**src/rtl/bus_arbiter_rr_pkg.sv**
```systemverilog
// Shared main-bus constants: master count, default timeout and master index map.
package Skeleton_package;

    localparam int unsigned NUM_MASTERS     = 4;
    localparam int unsigned DEFAULT_TIMEOUT = 12;

    // Master index assignments on the main bus.
    localparam int unsigned MASTER_USB      = 0;

    // Width needed to index n items (at least one bit).
    function automatic int unsigned idx_width(input int unsigned n);
        return (n <= 2) ? 1 : $clog2(n);
    endfunction

endpackage

```
**src/rtl/bus_arbiter_rr_pick.sv**
```systemverilog
// Combinational round-robin selector: first requester strictly after last_ptr, wrapping.
module rr_pick #(
    parameter int unsigned N     = 4,
    parameter int unsigned IDX_W = $clog2(N)
) (
    input  logic [N-1:0]     req,
    input  logic [IDX_W-1:0] last_ptr,
    output logic [N-1:0]     grant,
    output logic [IDX_W-1:0] idx,
    output logic             any
);

    localparam logic [IDX_W:0] N_W = (IDX_W + 1)'(N);

    // Walk N candidates starting at last_ptr+1; the first active request wins.
    always_comb begin
        logic [IDX_W:0] cand;
        grant = '0;
        idx   = '0;
        any   = 1'b0;
        cand  = '0;
        for (int unsigned i = 1; i <= N; i++) begin
            cand = {1'b0, last_ptr} + (IDX_W + 1)'(i);
            if (cand >= N_W) begin
                cand = cand - N_W;
            end
            if (!any && req[cand[IDX_W-1:0]]) begin
                any                     = 1'b1;
                idx                     = cand[IDX_W-1:0];
                grant[cand[IDX_W-1:0]] = 1'b1;
            end
        end
    end

endmodule

```
**src/rtl/bus_arbiter_rr.sv**
```systemverilog
// Round-robin main-bus arbiter and transaction sequencer (grant, decode wait, strobe or timeout abort).
module bus_arbiter_rr
    import Skeleton_package::*;
#(
    parameter int unsigned DEVICE_MAX_NUMBER = NUM_MASTERS,
    parameter int unsigned CLK_MAX_TIMEOUT   = DEFAULT_TIMEOUT,
    parameter int unsigned IDX_W             = $clog2(DEVICE_MAX_NUMBER)
) (
    input  logic                         clk,
    input  logic                         rst,
    input  logic [DEVICE_MAX_NUMBER-1:0] barq_i,
    output logic [DEVICE_MAX_NUMBER-1:0] bagd_o,
    output logic                         target_ready_o,
    input  logic                         address_valid_i,
    output logic                         data_strobe_o,
    output logic                         error_o,
    output logic [IDX_W-1:0]             err_master_o,
    output logic                         busy_o
);

    localparam int unsigned    CNT_W    = $clog2(CLK_MAX_TIMEOUT);
    localparam logic [CNT_W-1:0] TMO_LAST = CNT_W'(CLK_MAX_TIMEOUT - 1);

    typedef enum logic [1:0] {
        S_IDLE,
        S_GRANT,
        S_STROBE,
        S_RELEASE
    } state_t;

    state_t                         state, state_nx;
    logic [IDX_W-1:0]               last_ptr, last_ptr_nx;
    logic [IDX_W-1:0]               grant_idx, grant_idx_nx;
    logic [CNT_W-1:0]               cnt, cnt_nx;
    logic [DEVICE_MAX_NUMBER-1:0]   bagd_nx;
    logic                           tready_nx;
    logic                           strobe_nx;
    logic                           error_nx;
    logic [IDX_W-1:0]               err_master_nx;

    logic [DEVICE_MAX_NUMBER-1:0]   pick_grant;
    logic [IDX_W-1:0]               pick_idx;
    logic                           pick_any;

    rr_pick #(
        .N     (DEVICE_MAX_NUMBER),
        .IDX_W (IDX_W)
    ) u_pick (
        .req      (barq_i),
        .last_ptr (last_ptr),
        .grant    (pick_grant),
        .idx      (pick_idx),
        .any      (pick_any)
    );

    // Next state and next output values; outputs are registered from these.
    always_comb begin
        state_nx      = state;
        last_ptr_nx   = last_ptr;
        grant_idx_nx  = grant_idx;
        cnt_nx        = cnt;
        bagd_nx       = '0;
        tready_nx     = 1'b0;
        strobe_nx     = 1'b0;
        error_nx      = 1'b0;
        err_master_nx = err_master_o;

        unique case (state)
            S_IDLE: begin
                if (pick_any) begin
                    state_nx     = S_GRANT;
                    bagd_nx      = pick_grant;
                    tready_nx    = 1'b1;
                    last_ptr_nx  = pick_idx;
                    grant_idx_nx = pick_idx;
                    cnt_nx       = '0;
                end
            end

            S_GRANT: begin
                bagd_nx   = bagd_o;
                tready_nx = 1'b1;
                cnt_nx    = (cnt == TMO_LAST) ? cnt : cnt + 1'b1;
                // A decoded address wins over both a dropped request and the timeout.
                if (address_valid_i) begin
                    state_nx  = S_STROBE;
                    strobe_nx = 1'b1;
                end else if (!barq_i[grant_idx]) begin
                    state_nx  = S_RELEASE;
                    bagd_nx   = '0;
                    tready_nx = 1'b0;
                end else if (cnt == TMO_LAST) begin
                    state_nx      = S_RELEASE;
                    bagd_nx       = '0;
                    tready_nx     = 1'b0;
                    error_nx      = 1'b1;
                    err_master_nx = grant_idx;
                end
            end

            S_STROBE: begin
                state_nx = S_RELEASE;
            end

            S_RELEASE: begin
                state_nx = S_IDLE;
            end

            default: begin
                state_nx = S_IDLE;
            end
        endcase
    end

    // State and registered outputs; synchronous reset clears everything.
    always_ff @(posedge clk) begin
        if (rst) begin
            state          <= S_IDLE;
            last_ptr       <= IDX_W'(DEVICE_MAX_NUMBER - 1);
            grant_idx      <= '0;
            cnt            <= '0;
            bagd_o         <= '0;
            target_ready_o <= 1'b0;
            data_strobe_o  <= 1'b0;
            error_o        <= 1'b0;
            err_master_o   <= '0;
            busy_o         <= 1'b0;
        end else begin
            state          <= state_nx;
            last_ptr       <= last_ptr_nx;
            grant_idx      <= grant_idx_nx;
            cnt            <= cnt_nx;
            bagd_o         <= bagd_nx;
            target_ready_o <= tready_nx;
            data_strobe_o  <= strobe_nx;
            error_o        <= error_nx;
            err_master_o   <= err_master_nx;
            busy_o         <= (state_nx != S_IDLE);
        end
    end

endmodule

```
**config.mk**
```make
export PLATFORM = sky130hd
export DESIGN_NAME = bus_arbiter_rr
export DESIGN_NICKNAME = d
export VERILOG_FILES = /design/src/rtl/bus_arbiter_rr_pkg.sv /design/src/rtl/bus_arbiter_rr_pick.sv /design/src/rtl/bus_arbiter_rr.sv
export SDC_FILE = /design/constraint.sdc
export NUM_CORES = 1
export LEC_CHECK = 0
export ABC_CLOCK_PERIOD_IN_PS = 4100
export BUFFER_PORTS_ARGS = -buffer_cell sky130_fd_sc_hd__buf_2
export CAP_MARGIN = 40
export CORE_MARGIN = 2
export CORE_UTILIZATION = 61
export DETAILED_ROUTE_END_ITERATION = 16
export GPL_TIMING_DRIVEN = 0
export HOLD_SLACK_MARGIN = 0.1
export PLACE_DENSITY = 0.94
export SYNTH_ARGS = -nofsm -noshare
export SYNTH_HDL_FRONTEND = slang
export SYNTH_SLANG_ARGS = --single-unit
```
**constraint.sdc**
```tcl
create_clock -name clk -period 4.1 [get_ports clk]
set_input_delay 1.025 -clock clk [delete_from_list [all_inputs] [get_ports clk]]
set_output_delay 1.025 -clock clk [all_outputs]
set_load 0.02 [all_outputs]
```
======== After elaboration in Yosys (flattened, before gate mapping) ========
Index checks and enable logic that the tools add are counted.
storage, ports and cells
  flip-flop bits (word level) ............. 20
  output and inout port bits .............. 10
  word-level logic and storage cells ...... 119
cells by class
  add/sub/neg operators ................... 9
  order comparisons ....................... 13
  eq/ne operators ......................... 8
  mux-type cells .......................... 54
  bitwise gates (word level) .............. 6
  reductions and logical operators ........ 19
operator list
  operator             count
  $mux 4               10
  $mux 2               12
  $mux 1               19
  $pmux 4 s2           2
  $lt 2x3->1 const B   5
  $ge 3x3->1 const B   4
  $or 4x4->4           3
  $bmux 1 s2           5
  $demux 1 s2          4
  $ge 2x1->1 const B   4
  $pmux 2 s4           1
  $sub 2x1->2 const B  4
  $logic_and 1x1->1    7
  $add 2x2->3 const B  2
  $ne 2x2->1 const B   3
  $add 4x1->4 const B  1
  $eq 2x2->1 const B   2
  $eq 4x4->1 const B   1
  $reduce_and 2->1     2
  $reduce_and 4->1     1
  $reduce_bool 2->1    2
  $reduce_or 4->1      1
  $add 2x1->3 const B  1
  $add 2x3->3 const B  1
  other kinds (8)      12

======== Logic depth before layout (Yosys ltp) ========
Gate-level depths: netlist (run 1).
  depth in word-level cells ............... 18
  mapped depth ............................ 8

======== Cells and area by module ========
A second synthesis (run 1) with hierarchy kept.
second synthesis, totals
  cells, all modules ...................... 185
  area, all modules ....................... 1529.0 sq um
by module, submodules not included
  module          times used  cells an instance  area an instance (sq um)
  bus_arbiter_rr  1           99                 899.6
  rr_pick         1           86                 629.4

======== Least setup slack after synthesis (run 1) ========
Ideal clock, no wire load.
  path type ............................... input-to-reg
  from .................................... input port barq_i[2]
  to ...................................... register bagd_o[3]
  library setup time ...................... 0.122 ns
  arrival time ............................ 2.295 ns
  required time ........................... 3.978 ns
  path slack .............................. 1.684 ns
  stages .................................. 6
  path buffers ............................ 1
  cell sequence ........................... clkbuf_8 > mux4_2 > nor2b_4 > a221oi_1 > nor3_1 > a221o_1
between the ends
  word-level cells in the longest chain between the ends .. 14
ends and longest elaborated chain
  element                           RTL line                   source
  start: declaration                bus_arbiter_rr.sv:11       input logic [DEVICE_MAX_NUMBER-1:0] barq_i,
  $bmux 1 s2                        bus_arbiter_rr_pick.sv:27  if (!any && req[cand[IDX_W-1:0]]) begin
  $mux 1 (not written as such)      bus_arbiter_rr_pick.sv:27
  $mux 1                            bus_arbiter_rr_pick.sv:27
  $logic_not 1->1                   bus_arbiter_rr_pick.sv:27
  $logic_and 1x1->1                 bus_arbiter_rr_pick.sv:27
  $mux 1                            bus_arbiter_rr_pick.sv:27
  $logic_not 1->1                   bus_arbiter_rr_pick.sv:27
  $logic_and 1x1->1                 bus_arbiter_rr_pick.sv:27
  $mux 1                            bus_arbiter_rr_pick.sv:27
  $logic_not 1->1                   bus_arbiter_rr_pick.sv:27
  $logic_and 1x1->1                 bus_arbiter_rr_pick.sv:27
  $mux 4 or $mux 1 (tied branches)  bus_arbiter_rr_pick.sv:27
  $mux 4                            bus_arbiter_rr.sv:70       if (pick_any) begin
  $pmux 4 s2                        bus_arbiter_rr.sv:68       unique case (state)
  end signal: assignment            bus_arbiter_rr.sv:133      bagd_o <= bagd_nx;
  end: declaration                  bus_arbiter_rr.sv:12       output logic [DEVICE_MAX_NUMBER-1:0] bagd_o,
Parallel ways exist; a longest one is shown, timed or not. The select of a mux whose other input is x is not followed.
A chain may end at the register's enable or synchronous reset.

======== Final worst setup path (run 1) ========
  from .................................... register last_ptr[1]
  to ...................................... register bagd_o[1]
between the ends
  word-level cells in the longest chain between the ends .. 17
ends and longest elaborated chain
  element                                                               RTL line               source
  start: declaration                                                    bus_arbiter_rr.sv:32   logic [IDX_W-1:0] last_ptr, last_ptr_nx;
  start signal: assignment                                              bus_arbiter_rr.sv:119  last_ptr <= IDX_W'(DEVICE_MAX_NUMBER - 1);
  start signal: assignment                                              bus_arbiter_rr.sv:130  last_ptr <= last_ptr_nx;
  parallel branches: the longest is 15 deep, another holds $add 2x1->3  --
  $mux 4 (*)                                                            bus_arbiter_rr.sv:70
  $pmux 4 s2 (*)                                                        bus_arbiter_rr.sv:68
Mark *: on every way between the ends. The select of a mux whose other input is x is not followed.

==> results of run 1 <==
cell type report:
type                       instances  area (µm²)  share of cell area (%)
multi-input combinational        108         812                    54.4
sequential                        20         400                    26.8
buffer                             8         104                    6.96
timing repair buffer              15        75.1                    5.03
tap                               27        33.8                    2.26
clock inverter                     1        30.0                    2.01
clock buffer                       3        22.5                    1.51
inverter                           4        15.0                    1.01
synthesized netlist by cell type (all sizes together), types with 2 or more instances:
| cell type | count |
|---|---|
| nor2 | 13 |
| a221o | 4 |
| nor3 | 8 |
| buf | 2 |
| mux4 | 3 |
| xor2 | 2 |
| dfxtp | 20 |
| inv | 4 |
| mux2i | 7 |
| clkbuf | 5 |
| nor2b | 6 |
| nand3b | 2 |
| mux2 | 2 |
| a221oi | 4 |
| nand4 | 3 |
| o21ai | 3 |
| or3 | 2 |
| nand2 | 9 |
| a21oi | 14 |
| nand2b | 2 |
| ha | 9 |
flip-flops by register name, indices dropped and copies added, names as in the netlist:
signal          cells
busy_o              1
target_ready_o      1
grant_idx           2
error_o             1
last_ptr            2
cnt                 4
err_master_o        2
state               2
data_strobe_o       1
bagd_o              4
where the power goes:
group,internal (mW),switching (mW),total (mW)
Clock,0.0989,0.0597,0.159
Sequential,0.214,0.0174,0.231
Combinational,0.0994,0.118,0.217
Total,0.412,0.195,0.607
kinds of logic (layout without fill, tap and decap cells):
| logic type | Yosys count | in the layout | share of synthesized area (%) |
|---|---|---|---|
| AOI/OAI and AO/OA | 32 | 32 | 17.0 |
| xor gates and xnor gates | 2 | 2 | 1.32 |
| adders and majority gates | 9 | 9 | 8.46 |
| buffers and inverters | 12 | 31 | 8.93 |
| DFF | 20 | 20 | 30.1 |
| muxes | 12 | 12 | 12.3 |
| and+or+nand+nor | 53 | 53 | 21.9 |
worst max path at each step:
stage	slack (ns)	cells after the start	startpoint	to
finish	1.41	8	last_ptr[1]	bagd_o[1]
global route	1.25	8	last_ptr[0]	bagd_o[3]
CTS	1.42	8	last_ptr[1]	bagd_o[0]
detailed placement	1.44	7	barq_i[0]	bagd_o[0]
global placement	1.45	7	barq_i[0]	bagd_o[2]
floorplan	1.68	6	barq_i[2]	bagd_o[3]
layer usage:
| metal | track usage, % | vias to the layer above | share of wire (%) |
|---|---|---|---|
| met4 | 10.8 | 0 | 1.7 |
| met3 | 0.893 | 5 | 3.9 |
| met1 | 30.4 | 535 | 44 |
| li1 | - | 560 | - |
| met5 | 0 | - | 0 |
| met2 | 40.6 | 28 | 51 |
worst max-delay path: stages, from the launching register on:
cell      delay (ns)
dfxtp_1         0.50
clkbuf_8        0.23
inv_1           0.11
ha_1            0.42
mux4_2          0.53
nor2b_4         0.15
a221oi_1        0.27
nor3_1          0.09
a221o_1         0.26
per-stage QoR:
step,cell area (µm²),utilization [%],total power [mW]
floorplan,1330,-,0.402
global placement,1440,71.9,0.438
detailed placement,1440,71.9,0.450
CTS,1490,74.6,0.606
global route,1490,74.6,0.640
finish,1490,74.6,0.607
==> results.md, run 1 <==
* Die width at 50.7 µm
* I/O pin count at 17
* First-pass GRT wire length at around 4700 µm
* R2R Setup Slk at roughly 1.4 ns
* Distinct cells, synth at 40
* Placeable Area at around 2000 µm²
* Vias at 1128
* Final net count at 176
* Endpoint type of the worst setup path: flop
* Hold Crit Class: reg2reg
* RR Startpoint: last_ptr[1]
* Minimum clock period at between 2 and 3 ns
* Filler instances at between 150 and 200
* Clock transition at path regs at ~0.12 ns
* Synth Instances at 140
* Largest net degree at the start of global routing at 13
* Root Driver: clkbuf_4
* Initial antenna violation count at 0
* R2R Path End: bagd_o[1]
* Worst hold start: grant_idx[0]
* Post_cts resized at 0
* GRT overflow at 0
* Vias in the first global route at 1066
* Max Slew Vio Count at 0
* Worst Hold Margin at around 0.49 ns
* Setup TNS at 0 ns
* Sequential share of the synthesized area at around 30%
* Layout cells sized above 1 at between 20% and 30%
* GRT Resource Usage Total at between 20% and 30%
* Area Overhead vs Synth at 12.1%
* Initial DRT Pass Iterations at 4
* Final setup violation count at 0
* Clk Latency, worst-skew pair at ~0.31 ns
* Crit Path Max Fanout at 10
* Max cap viols at 0
* Crit start category: flop
* Sink Count at 20
* Htree depth at 1
* Hold Path Cell Cnt at 2
* Commonest non-fill, non-tap cells in the layout: dfxtp_1 (20), buf_2 (15), a21oi_1 (13), nor2_1 (13)
* Syn avg cell area at between 9 and 10 µm²
* Post-DP HPWL at roughly 2100 µm
* Synth Warn # at 0
* # rows at 16
* Cells after DPL at 182
* Port bufs at 15
* Number of routed nets with antenna violations at 0
* Die ar. at ~2600 µm²
* Inserted Clock Buffers at 3
* Commonest non-fill, non-tap cell in the layout: dfxtp_1
* CP Data Arrival Time at 2.88 ns
* Worst slew pin tran at 0.570 ns
* EDFF count, synth at 0
* Net Count, Synth at approximately 160
* Avg WL per Cell at approximately 15 µm
* Setup slack at placement at 1.44 ns
* Status: completed
* FF+latch count, synth at 20
* RD Place Congestion at approximately 0.85
* Die height at approximately 51 µm
* Hold EP: grant_idx[0]
* Starting DRT DRC Count at 24
* Synth area leaders: dfxtp_1 (30%), ha_1 (8.5%), mux2i_1 (5.3%)
* Max Root-Sink Buffers at 2
* Post-synth top area share at ~30%
* Non-filler cells, final at around 190
* Worst setup margin at around 1.4 ns
* Cts hold-fix bufs at 0
* Lkg Pwr at between 0.6 and 0.7 nW
* Initial Util at approximately two thirds
* Crit share post-route at between 60% and 70%
* Vias per cell at roughly 6
* WS Path Type: reg2reg
* Dominant cell type by area after synthesis: dfxtp_1
* Routed WL at around 2800 µm
* Remaining DRCs at 0
* Cell area after synthesis at ~1300 µm²
* Slew headroom at approximately 62%
* Worst EP required at 4.29 ns
* Setup Skew at approximately 0.016 ns
* Post-synth ARST share at 0%
* Commonest register cell after synthesis: dfxtp_1
* Hold Fails Final Rpt at 0
* Unrepaired setup endpoints after global routing: false
* Pwr dens at between 400 and 500 nW/µm²
* R2R depth at 8
* Post-CTS Repair Setup Buffers at 0
* F_max at around 370 MHz
* Antenna diodes at 0
* Peak supply drop at ~0.00031 V
* CTS tree: built
(Power assumes the default switching activity.)
==> inputs of run 2 (changes only) <==
- ABC_CLOCK_PERIOD_IN_PS: 4100 -> 2600
- CORE_UTILIZATION: 61 -> 57
- PLACE_DENSITY: 0.94 -> 0.9
- clock period: 4.1 -> 2.6 ns (I/O delays scaled with it)
==> run 2 against run 1 <==
Non-clock buffer count rose by 2; flip-flop and latch count unchanged; setup slack got worse by 1.3 ns; hold slack improved by 0.0061 ns; final cell count rose by 1.6%; combinational power is 66% higher; clock skew decreased by 0.0088 ns; die area increased by 6.5%; critical path type unchanged; highest routed layer unchanged.
==> results.md, run 2 (synthesis gave the netlist of run 1 again) <==
* Status: completed
* I/O pin count at 17 (unchanged)
* Die ar. at 2740 µm² (+6.5%)
* Filler instances at 175 (+8.7%)
* Vias in the first global route at 1090 (+2.3%)
* Design Area, Final at 1530 µm² (+2.3%)
* Crit start category: flop
* Final setup violation count at 0 (unchanged)
* GRT Resource Usage Total at 22.0% (-1.6 points)
* Unrepaired setup endpoints after global routing: false
* Dpl cell area at 1440 µm² (about the same)
* Vias at 1148 (+1.8%)
* Commonest non-fill, non-tap cell in the layout: dfxtp_1
* Largest net degree at the start of global routing at 13 (unchanged)
* Minimum clock period at 2.47 ns (-0.217 ns)
* Total power at 0.973 mW (+60%)
* RD Place Congestion at 0.891 (+4.3%)
* Root Driver: clkbuf_4
* Hold Crit Class: reg2reg
* First-pass GRT wire length at 4570 µm (-1.9%)
* Slew headroom at 61.9% (+0.26 points)
* Clk Latency, worst-skew pair at 0.30 ns (about the same)
* CTS tree: built
* Setup TNS at 0 ns (unchanged)
* Non-filler cells, final at 189 (+1.6%)
* Max Root-Sink Buffers at 2 (unchanged)
* Max cap viols at 0 (unchanged)
* CP Data Arrival Time at 2.66 ns (-0.22 ns)
* WS Path Type: reg2reg
* Worst EP required at 2.79 ns (-1.50 ns)
* Htree depth at 1 (unchanged)
* Initial Util at 60.2% (-6.3 points)
* Vias per cell at 6.07 (+0.16%)
* Crit-path max cell delay at 0.49 ns (-0.04 ns)
* Max Slew Vio Count at 0 (unchanged)
* Largest regs: bagd_o x4, cnt x4
* Layout cells sized above 1 at 26.7% (+3.4 points)
* Commonest non-fill, non-tap cells in the layout: dfxtp_1 (18), buf_2 (15), a21oi_1 (13), nor2_1 (13), nand2_1 (9)
* Pwr dens at 637 nW/µm² (+56%)
* Inserted Clock Buffers at 3 (unchanged)
* Lkg Pwr at 0.666 nW (+0.13%)
* Initial DRT Pass Iterations at 4 (unchanged)
* Final net count at 178 (+1.1%)
* GRT overflow at 0 (unchanged)
* Peak supply drop at 0.000456 V (+46%)
* Placeable Area at 2210 µm² (+10%)
* Post-DP HPWL at 2120 µm (+0.35%)
* Area Overhead vs Synth at 14.8%
* Routed WL at 2790 µm (+0.91%)
* Remaining DRCs at 0 (unchanged)
* Initial antenna violation count at 0 (unchanged)
* Hold Fails Final Rpt at 0 (unchanged)
* # rows at 17 (+1)
* Sink Count at 20 (unchanged)
* Crit-path cells: buf_6 > clkinvlp_4 > ha_4 > mux4_2 > nor2b_4 > a221oi_1 > nor3_1 > a221o_1
* Worst slew pin tran at 0.566 ns (-0.00391 ns)
* Crit share post-route at 95.2% (+30 points)
* Setup Skew at 0.00749 ns (-0.00882 ns)
* Crit Path Max Fanout at 9 (-1)
* Worst Hold Margin at 0.495 ns (+0.00613 ns)
* Cells after DPL at 183 (+0.55%)
* Starting DRT DRC Count at 22 (-8.3%)
* Die width at 52.3 µm (+3.2%)
* Clock transition at path regs at 0.11 ns (about the same)
* Avg WL per Cell at 14.7 µm (-0.70%)
* Die height at 52.3 µm (+3.2%)
* Slowest stage cell, crit path: mux4_2
* F_max at 404 MHz (+8.8%)
* Port bufs at 15 (unchanged)
* Endpoint type of the worst setup path: flop
* Cts hold-fix bufs at 0 (unchanged)
* Number of routed nets with antenna violations at 0 (unchanged)
* Antenna diodes at 0 (unchanged)
[run 2: worst paths after layout]
kind                     start  slack [ns]  depth (start not counted)            to
hold / removal    grant_idx[1]        0.50                          2  grant_idx[1]
setup reg to reg   last_ptr[0]        0.13                          8     bagd_o[1]
hold reg to reg   grant_idx[1]        0.50                          2  grant_idx[1]
setup / recovery   last_ptr[0]        0.13                          8     bagd_o[1]
[run 2: metal layers]
metal | track usage [%] | wire length, µm | vias up
li1 | - | - | 559
met1 | 25.4 | 1180 | 544
met2 | 41.3 | 1430 | 38
met3 | 1.71 | 116 | 7
met4 | 8.55 | 60 | 0
met5 | 0 | 0 | -
[run 2: cell type report]
cell class                 count  area, µm²  share of cell area, %
inverter                       4       18.8                   1.23
multi-input combinational    108        825                   54.0
timing repair buffer          17       90.1                   5.90
clock buffer                   3       22.5                   1.47
tap                           28       35.0                   2.29
sequential                    20        403                   26.4
clock inverter                 1       30.0                   1.97
buffer                         8        104                   6.80
[run 2: worst max-delay path: cells and delay by family (launching register included)]
family | cells | cell delay (ns)
flip-flops | 1 | 0.40
AND/OR/NAND/NOR | 2 | 0.24
buffers and inverters | 2 | 0.34
AO/OA/AOI/OAI | 2 | 0.54
multiplexers | 1 | 0.49
adder cells (fa/ha/maj) | 1 | 0.34
[run 2: per-stage QoR]
step	util (%)	setup WS (ns)
after floorplan	-	0.229
after global placement	65.2	0.0609
after detailed placement	65.2	-0.0228
after CTS	67.8	0.0552
after global routing	69.1	0.00343
final	69.1	0.126
[run 2: power by group]
| part | leakage, nW | internal [mW] | switching (mW) |
|---|---|---|---|
| Combinational | 0.474 | 0.170 | 0.190 |
| Clock | 0.0279 | 0.156 | 0.0899 |
| Sequential | 0.164 | 0.339 | 0.0285 |
[run 2: what timing repair did]
action,in CTS,in global routing
resized for setup,3,2
gates cloned,0,0
setup buffers,0,2
setup endpoints to repair,4,4
